**config.mk**
```make
export PLATFORM = sky130hd
export DESIGN_NAME = nv_nvdla_sdp_rdma_eg
export DESIGN_NICKNAME = d
export VERILOG_FILES = /design/src/rtl/nv_nvdla_sdp_pkg.sv /design/src/rtl/nv_nvdla_sdp_rdma_eg_cnt.sv /design/src/rtl/nv_nvdla_sdp_rdma_eg.sv
export SDC_FILE = /design/constraint.sdc
export NUM_CORES = 1
export LEC_CHECK = 0
export CORE_MARGIN = 4
export CORE_UTILIZATION = 35
export CTS_CLUSTER_SIZE = 12
export DETAILED_ROUTE_END_ITERATION = 7
export DONT_BUFFER_PORTS = 1
export HOLD_SLACK_MARGIN = 0.12
export PLACE_DENSITY = 0.57
export RECOVER_POWER = 50
export SLEW_MARGIN = 20
export SYNTH_ARGS = -nofsm -noshare
export SYNTH_HDL_FRONTEND = slang
export SYNTH_SLANG_ARGS = --single-unit
```
**constraint.sdc**
```tcl
create_clock -name nvdla_core_clk -period 9.6 [get_ports nvdla_core_clk]
set_clock_uncertainty 0.05 [all_clocks]
set_input_delay 0.48 -clock nvdla_core_clk [delete_from_list [all_inputs] [get_ports nvdla_core_clk]]
set_output_delay 0.48 -clock nvdla_core_clk [all_outputs]
set_load 0.03 [all_outputs]
```
**src/rtl/nv_nvdla_sdp_pkg.sv**
```systemverilog
// Shared SDP definitions: atom geometry, egress FSM states and packed-mask helpers.
package nv_nvdla_sdp_pkg;

   localparam int unsigned ATOM_W = 64;
   localparam int unsigned ATOMS  = 4;
   localparam int unsigned CNT_W  = 13;
   localparam int unsigned IDX_W  = $clog2(ATOMS);
   localparam int unsigned DATA_W = ATOMS * ATOM_W;
   localparam int unsigned IN_W   = DATA_W + ATOMS;

   typedef enum logic [1:0] {
      IDLE = 2'd0,
      RUN  = 2'd1,
      DONE = 2'd2
   } eg_state_t;

   function automatic logic [IDX_W:0] mask_cnt(input logic [ATOMS-1:0] m);
      logic [IDX_W:0] cnt;
      cnt = '0;
      for (int i = 0; i < int'(ATOMS); i++) begin
         cnt = cnt + (IDX_W+1)'(m[i]);
      end
      return cnt;
   endfunction

   // A legal mask is a non-empty run of ones starting at bit 0.
   function automatic logic mask_legal(input logic [ATOMS-1:0] m);
      logic [ATOMS:0] ones;
      ones = ((ATOMS+1)'(1) << mask_cnt(m)) - (ATOMS+1)'(1);
      return (m != '0) && (m == ones[ATOMS-1:0]);
   endfunction

   function automatic logic [IDX_W-1:0] lsb_idx(input logic [ATOMS-1:0] m);
      logic [IDX_W-1:0] idx;
      idx = '0;
      for (int i = int'(ATOMS) - 1; i >= 0; i--) begin
         if (m[i]) idx = IDX_W'(i);
      end
      return idx;
   endfunction

endpackage

```
**src/rtl/nv_nvdla_sdp_rdma_eg_cnt.sv**
```systemverilog
// Three-level cube position counter (width, height, surface) with look-ahead last flags.
module nv_nvdla_sdp_rdma_eg_cnt
   import nv_nvdla_sdp_pkg::*;
(
   input  logic             clk_i,
   input  logic             rst_i,
   input  logic             clr_i,
   input  logic [CNT_W-1:0] width_i,
   input  logic [CNT_W-1:0] height_i,
   input  logic [CNT_W-1:0] surf_i,
   input  logic             step_i,
   output logic             nxt_last_w_o,
   output logic             nxt_last_h_o,
   output logic             nxt_last_c_o
);

   logic [CNT_W-1:0] cfg_w_q, cfg_w_d, cfg_h_q, cfg_h_d, cfg_s_q, cfg_s_d;
   logic [CNT_W-1:0] w_q, w_d, h_q, h_d, s_q, s_d;

   always_comb begin
      cfg_w_d = cfg_w_q;
      cfg_h_d = cfg_h_q;
      cfg_s_d = cfg_s_q;
      w_d     = w_q;
      h_d     = h_q;
      s_d     = s_q;
      if (clr_i) begin
         cfg_w_d = width_i;
         cfg_h_d = height_i;
         cfg_s_d = surf_i;
         w_d     = '0;
         h_d     = '0;
         s_d     = '0;
      end else if (step_i) begin
         if (w_q == cfg_w_q) begin
            w_d = '0;
            if (h_q == cfg_h_q) begin
               h_d = '0;
               s_d = (s_q == cfg_s_q) ? '0 : s_q + CNT_W'(1);
            end else begin
               h_d = h_q + CNT_W'(1);
            end
         end else begin
            w_d = w_q + CNT_W'(1);
         end
      end
   end

   // Flags describe the position the counters hold after this cycle, i.e. the next atom presented.
   assign nxt_last_w_o = (w_d == cfg_w_d);
   assign nxt_last_h_o = nxt_last_w_o && (h_d == cfg_h_d);
   assign nxt_last_c_o = nxt_last_h_o && (s_d == cfg_s_d);

   always_ff @(posedge clk_i) begin
      if (rst_i) begin
         cfg_w_q <= '0;
         cfg_h_q <= '0;
         cfg_s_q <= '0;
         w_q     <= '0;
         h_q     <= '0;
         s_q     <= '0;
      end else begin
         cfg_w_q <= cfg_w_d;
         cfg_h_q <= cfg_h_d;
         cfg_s_q <= cfg_s_d;
         w_q     <= w_d;
         h_q     <= h_d;
         s_q     <= s_d;
      end
   end

endmodule

```
**src/rtl/nv_nvdla_sdp_rdma_eg.sv**
```systemverilog
// SDP RDMA egress: serialises masked packed words into tagged 64-bit atoms and tracks cube completion.
module nv_nvdla_sdp_rdma_eg
   import nv_nvdla_sdp_pkg::*;
(
   input  logic              nvdla_core_clk,
   input  logic              nvdla_core_rst,
   input  logic              reg2dp_op_en,
   input  logic [CNT_W-1:0]  reg2dp_width,
   input  logic [CNT_W-1:0]  reg2dp_height,
   input  logic [CNT_W-1:0]  reg2dp_surf,
   input  logic              inp_pvld,
   output logic              inp_prdy,
   input  logic [IN_W-1:0]   inp_data,
   output logic              out_pvld,
   input  logic              out_prdy,
   output logic [ATOM_W-1:0] out_data,
   output logic              out_last_w,
   output logic              out_last_h,
   output logic              out_last_c,
   output logic              layer_done,
   output logic              eg_err
);

   eg_state_t           state_q, state_d;
   logic [DATA_W-1:0]   data_q, data_d;
   logic [ATOMS-1:0]    rem_q, rem_d;
   logic                pvld_q, pvld_d;
   logic [ATOM_W-1:0]   odata_q, odata_d;
   logic                lw_q, lw_d, lh_q, lh_d, lc_q, lc_d;
   logic                done_q, done_d;
   logic                err_q, err_d;

   logic [ATOMS-1:0]    in_mask;
   logic [DATA_W-1:0]   in_atoms;
   logic                out_hs, in_hs, cnt_clr;
   logic                nxt_lw, nxt_lh, nxt_lc;
   logic                present;
   logic [ATOMS-1:0]    src_mask;
   logic [DATA_W-1:0]   src_atoms;
   logic [IDX_W-1:0]    sel_idx;

   assign in_mask  = inp_data[IN_W-1 -: ATOMS];
   assign in_atoms = inp_data[DATA_W-1:0];
   assign out_hs   = pvld_q && out_prdy;
   assign cnt_clr  = (state_q == IDLE) && reg2dp_op_en;

   // The holding slot frees when its final atom drains; nothing new is taken once the cube ends.
   assign inp_prdy = (state_q == RUN) && !(out_hs && lc_q) &&
                     (!pvld_q || (out_hs && (rem_q == '0)));
   assign in_hs    = inp_pvld && inp_prdy;

   nv_nvdla_sdp_rdma_eg_cnt u_cnt (
      .clk_i        (nvdla_core_clk),
      .rst_i        (nvdla_core_rst),
      .clr_i        (cnt_clr),
      .width_i      (reg2dp_width),
      .height_i     (reg2dp_height),
      .surf_i       (reg2dp_surf),
      .step_i       (out_hs),
      .nxt_last_w_o (nxt_lw),
      .nxt_last_h_o (nxt_lh),
      .nxt_last_c_o (nxt_lc)
   );

   always_comb begin
      state_d   = state_q;
      data_d    = data_q;
      rem_d     = rem_q;
      pvld_d    = pvld_q;
      odata_d   = odata_q;
      lw_d      = lw_q;
      lh_d      = lh_q;
      lc_d      = lc_q;
      done_d    = 1'b0;
      err_d     = err_q;
      present   = 1'b0;
      src_mask  = '0;
      src_atoms = data_q;
      sel_idx   = '0;

      case (state_q)
         IDLE: begin
            if (reg2dp_op_en) begin
               err_d   = 1'b0;
               state_d = RUN;
            end
         end
         RUN: begin
            if (out_hs) begin
               pvld_d = 1'b0;
               lw_d   = 1'b0;
               lh_d   = 1'b0;
               lc_d   = 1'b0;
               if (lc_q) begin
                  state_d = DONE;
                  done_d  = 1'b1;
                  rem_d   = '0;
                  if (rem_q != '0) err_d = 1'b1;
               end else if (rem_q != '0) begin
                  present  = 1'b1;
                  src_mask = rem_q;
               end
            end
            if (in_hs) begin
               data_d = in_atoms;
               if (mask_legal(in_mask)) begin
                  present   = 1'b1;
                  src_mask  = in_mask;
                  src_atoms = in_atoms;
               end else begin
                  err_d = 1'b1;
               end
            end
         end
         DONE: begin
            state_d = IDLE;
         end
         default: begin
            state_d = IDLE;
         end
      endcase

      if (present) begin
         sel_idx = lsb_idx(src_mask);
         pvld_d  = 1'b1;
         odata_d = src_atoms[int'(sel_idx)*ATOM_W +: ATOM_W];
         rem_d   = src_mask & ~(ATOMS'(1) << sel_idx);
         lw_d    = nxt_lw;
         lh_d    = nxt_lh;
         lc_d    = nxt_lc;
      end
   end

   always_ff @(posedge nvdla_core_clk) begin
      if (nvdla_core_rst) begin
         state_q <= IDLE;
         data_q  <= '0;
         rem_q   <= '0;
         pvld_q  <= 1'b0;
         odata_q <= '0;
         lw_q    <= 1'b0;
         lh_q    <= 1'b0;
         lc_q    <= 1'b0;
         done_q  <= 1'b0;
         err_q   <= 1'b0;
      end else begin
         state_q <= state_d;
         data_q  <= data_d;
         rem_q   <= rem_d;
         pvld_q  <= pvld_d;
         odata_q <= odata_d;
         lw_q    <= lw_d;
         lh_q    <= lh_d;
         lc_q    <= lc_d;
         done_q  <= done_d;
         err_q   <= err_d;
      end
   end

   assign out_pvld   = pvld_q;
   assign out_data   = odata_q;
   assign out_last_w = lw_q;
   assign out_last_h = lh_q;
   assign out_last_c = lc_q;
   assign layer_done = done_q;
   assign eg_err     = err_q;

endmodule

```
==> out/metrics.yaml <==
finish:
  layout-drive-gt1-share_pct: 4.27
  n_fill_cell: 5592
  utilization_pct: 44.4
  area_delta_synth_final_pct: 24.6
  fin_nets: 3085
detailed_routing:
  first_pass_iters: 5
  wl_per_cell_um: 21.5
  vias: 20159
  drt_iter0_markers: 1699
  wl_um: 76800
  ant_nets: 0
  via_per_inst: 5.65
  post-route-drc-count: 0
run_status:
  outcome: "complete, but fails checks"
  violations: "capacitance limit, slew limit"
floorplan:
  initial_core_util_pct: 35.6
  std_cell_rows: 87
  io_pins: 375
  dieArea_um2: 61800
  die_h_um: 249
  core_region_area_um2: 56800
  die_width_um: 249
global_routing:
  grt-ovfl-total: 0
  grt_pass1_wl_um: 118000
  grt_max_degree: 374
  antenna_found_initial: 3
  grt_usage_pct: 23.5
  grt_pass1_vias: 19984
hold_path:
  hold_depth: 4
  hold-path-endpoint: "out_data[61]"
  hold_path_class: "in -> reg"
  min-delay-start: "inp_data[61]"
yosys:
  syn_area_per_cell_um2: 7.72
  synth_seq_area_share_pct: 40.5
  async_flop_share_pct: 0
  syn_area_um2: 20200
  synth_edf_count: 0
  yosys.cell_types.count: 71
  synth_ff_type: "dfxtp_1"
  synth_cells: 2623
  syn_nets: 2935
  synth-seq-cells: 410
  synth_warnings: 0
clock_network:
  cts.sinks: 410
  cts_tree: "done"
  cts.clk_slew.worst_paths_ps: 60
  clk_latency_ps: 590
  cts_buffer_depth: 3
  cts_buffers: 48
  htreeDepth: 2
  ctsRootBufferMaster: "clkbuf_16"
  cts_setup_buffers: 0
critical_path:
  timing.rr.end: "data_q[46]"
  required_ps: 10050
  rrSetupSlack_ps: 2730
  arrival_ps: 7310
  path_class: "reg -> reg"
  ff2ff_path_depth: 6
  critPathLaunch: "out_last_c"
  r2r_start: "out_last_c"
  end_kind: "flop"
  cp_max_fo: 216
  worstSetupStartpointType: "flop"
timing:
  setup_tns_ps: 0
  slew_headroom_pct: -220
  fmax_mhz: 146
  drv_slew: 316
  rsz0062_at_grt: "false"
  period_share_pct: 71.5
  setup_viol: 0
  worst_pin_slew_ps: 4800
  period_needed_ps: 6870
  finalHoldViolCount: 0
place:
  port_buffers: 0
  globalplace.congestion: 0.881
  dpl.hpwl_um: 44900
power:
  ir_drop_mv: 0.133
  cellPowerDensity_nw_per_um2: 164
  p_leak_uw: 0.00810
run:
  drv_cap: 3
## synth_stat cells (all sizes together), types with 4 or more instances
cell / instances / area share (%)
a21oi: 391 / 9.7
nor4: 20 / 0.62
o221ai: 65 / 2.8
o21a: 4 / 0.15
and3: 7 / 0.22
o21ai: 22 / 0.54
clkbuf: 181 / 3.4
nand2: 737 / 14
nand4: 18 / 0.56
nand2b: 5 / 0.15
or3b: 5 / 0.22
a221oi: 55 / 2.4
nor2b: 8 / 0.25
or4: 9 / 0.35
or3: 5 / 0.15
buf: 38 / 0.96
xnor2: 50 / 2.5
and2: 7 / 0.22
mux2i: 187 / 9.2
nor2: 141 / 2.6
nand3: 39 / 0.96
or2: 5 / 0.15
and4: 5 / 0.22
ha: 7 / 0.43
o31ai: 8 / 0.32
o22ai: 54 / 1.7
a211oi: 5 / 0.19
nor3: 31 / 0.77
inv: 11 / 0.20
dfxtp: 410 / 41
a31oi: 16 / 0.49
xor2: 28 / 1.2
a22oi: 5 / 0.19
## flip-flops by register name, indices dropped and copies added, names as in the netlist, 2 cells and up
register / count
data_q: 256
out_data: 64
u_cnt.cfg_h_q: 13
u_cnt.cfg_s_q: 13
u_cnt.cfg_w_q: 13
u_cnt.h_q: 13
u_cnt.s_q: 13
u_cnt.w_q: 13
rem_q: 4
state_q: 2
## area by class of cell
type                    instances  area (µm²)  area share (%)
diodes                          3        7.51          0.0298
clock buffers                  71        1400            5.54
clock inverters                14         213           0.843
inverters                      11        41.3           0.164
multi-input cells            1983       11200            44.2
flip-flops and latches        410        8210            32.5
well taps                     756         946            3.75
repair buffers                319        3250            12.9
## worst max path at each step
stage | to | cells after the start
2_1_floorplan | out_data[10] | 19
3_3_place_gp | out_data[0] | 18
3_5_place_dp | out_data[0] | 18
4_1_cts | out_data[0] | 18
5_1_grt | data_q[46] | 6
6_report | data_q[46] | 6
## power breakdown
| part | internal (µW) | switching (µW) | total [µW] | leakage [µW] |
|---|---|---|---|---|
| clock | 1120 | 761 | 1880 | 0.000790 |
| sequential | 1760 | 56.1 | 1820 | 0.00333 |
| combinational | 206 | 247 | 452 | 0.00398 |
| total | 3090 | 1060 | 4150 | 0.00810 |
## logic make-up after synthesis
group,after synthesis,share of synthesized area (%)
simple gates,1054,21.7
compound gates,655,19.8
flops,410,40.5
buf+inv,230,4.52
mux,188,9.30
xor+xnor,78,3.67
fa+ha+maj,8,0.531
## cells in the final DEF (no fill, tap or decap), types with 9 or more instances in the layout
master | synthesis | routed
nand2_1 | 737 | 734
dfxtp_1 | 410 | 410
a21oi_1 | 390 | 390
dlygate4sd3_1 | 0 | 298
mux2i_1 | 187 | 187
nor2_1 | 141 | 140
o221ai_1 | 65 | 65
a221oi_1 | 55 | 55
o22ai_1 | 54 | 54
clkbuf_16 | 0 | 48
xnor2_1 | 45 | 45
nand3_1 | 39 | 39
nor3_1 | 31 | 31
xor2_1 | 28 | 28
o21ai_0 | 21 | 22
nor4_1 | 20 | 20
nand4_1 | 18 | 18
a31oi_1 | 16 | 16
clkbuf_1 | 181 | 13
buf_4 | 1 | 12
inv_1 | 11 | 11
clkbuf_8 | 0 | 11
or4_1 | 8 | 9
## repair_timing
action | CTS | global route
resized for setup | 0 | 0
hold buffers | 298 | 1
endpoints found under the hold margin | 372 | 20
## worst max-delay path: stages (launching register included)
cell	delay (ps)
dfxtp_1	690
nand2b_1	180
o21ai_0	140
nand3_1	1340
clkbuf_2	3420
nand2_1	380
a21oi_1	360
## layer usage
metal / track usage [%] / vias to the layer above / wire, µm
li1: - / 9494 / -
met3: 6.90 / 178 / 6970
met5: 0 / - / 0
met4: 7.61 / 0 / 2450
met2: 37.9 / 878 / 35500
met1: 30.4 / 9609 / 32000
## through the flow
stage | setup slack, ps | hold WS (ps) | instances | power [µW] | instance area, µm²
3_5_place_dp | 3550 | 394 | 3176 | 2160 | 20500
3_3_place_gp | 3700 | 387 | 3176 | 2150 | 20500
4_1_cts | 4140 | 133 | 3559 | 4180 | 25100
2_1_floorplan | 5190 | 386 | 2623 | 2100 | 20200
5_1_grt | 2330 | 176 | 3566 | 4310 | 25200
6_report | 2730 | 166 | 3567 | 4150 | 25200
No activity file was read; power rests on OpenSTA's default activity.
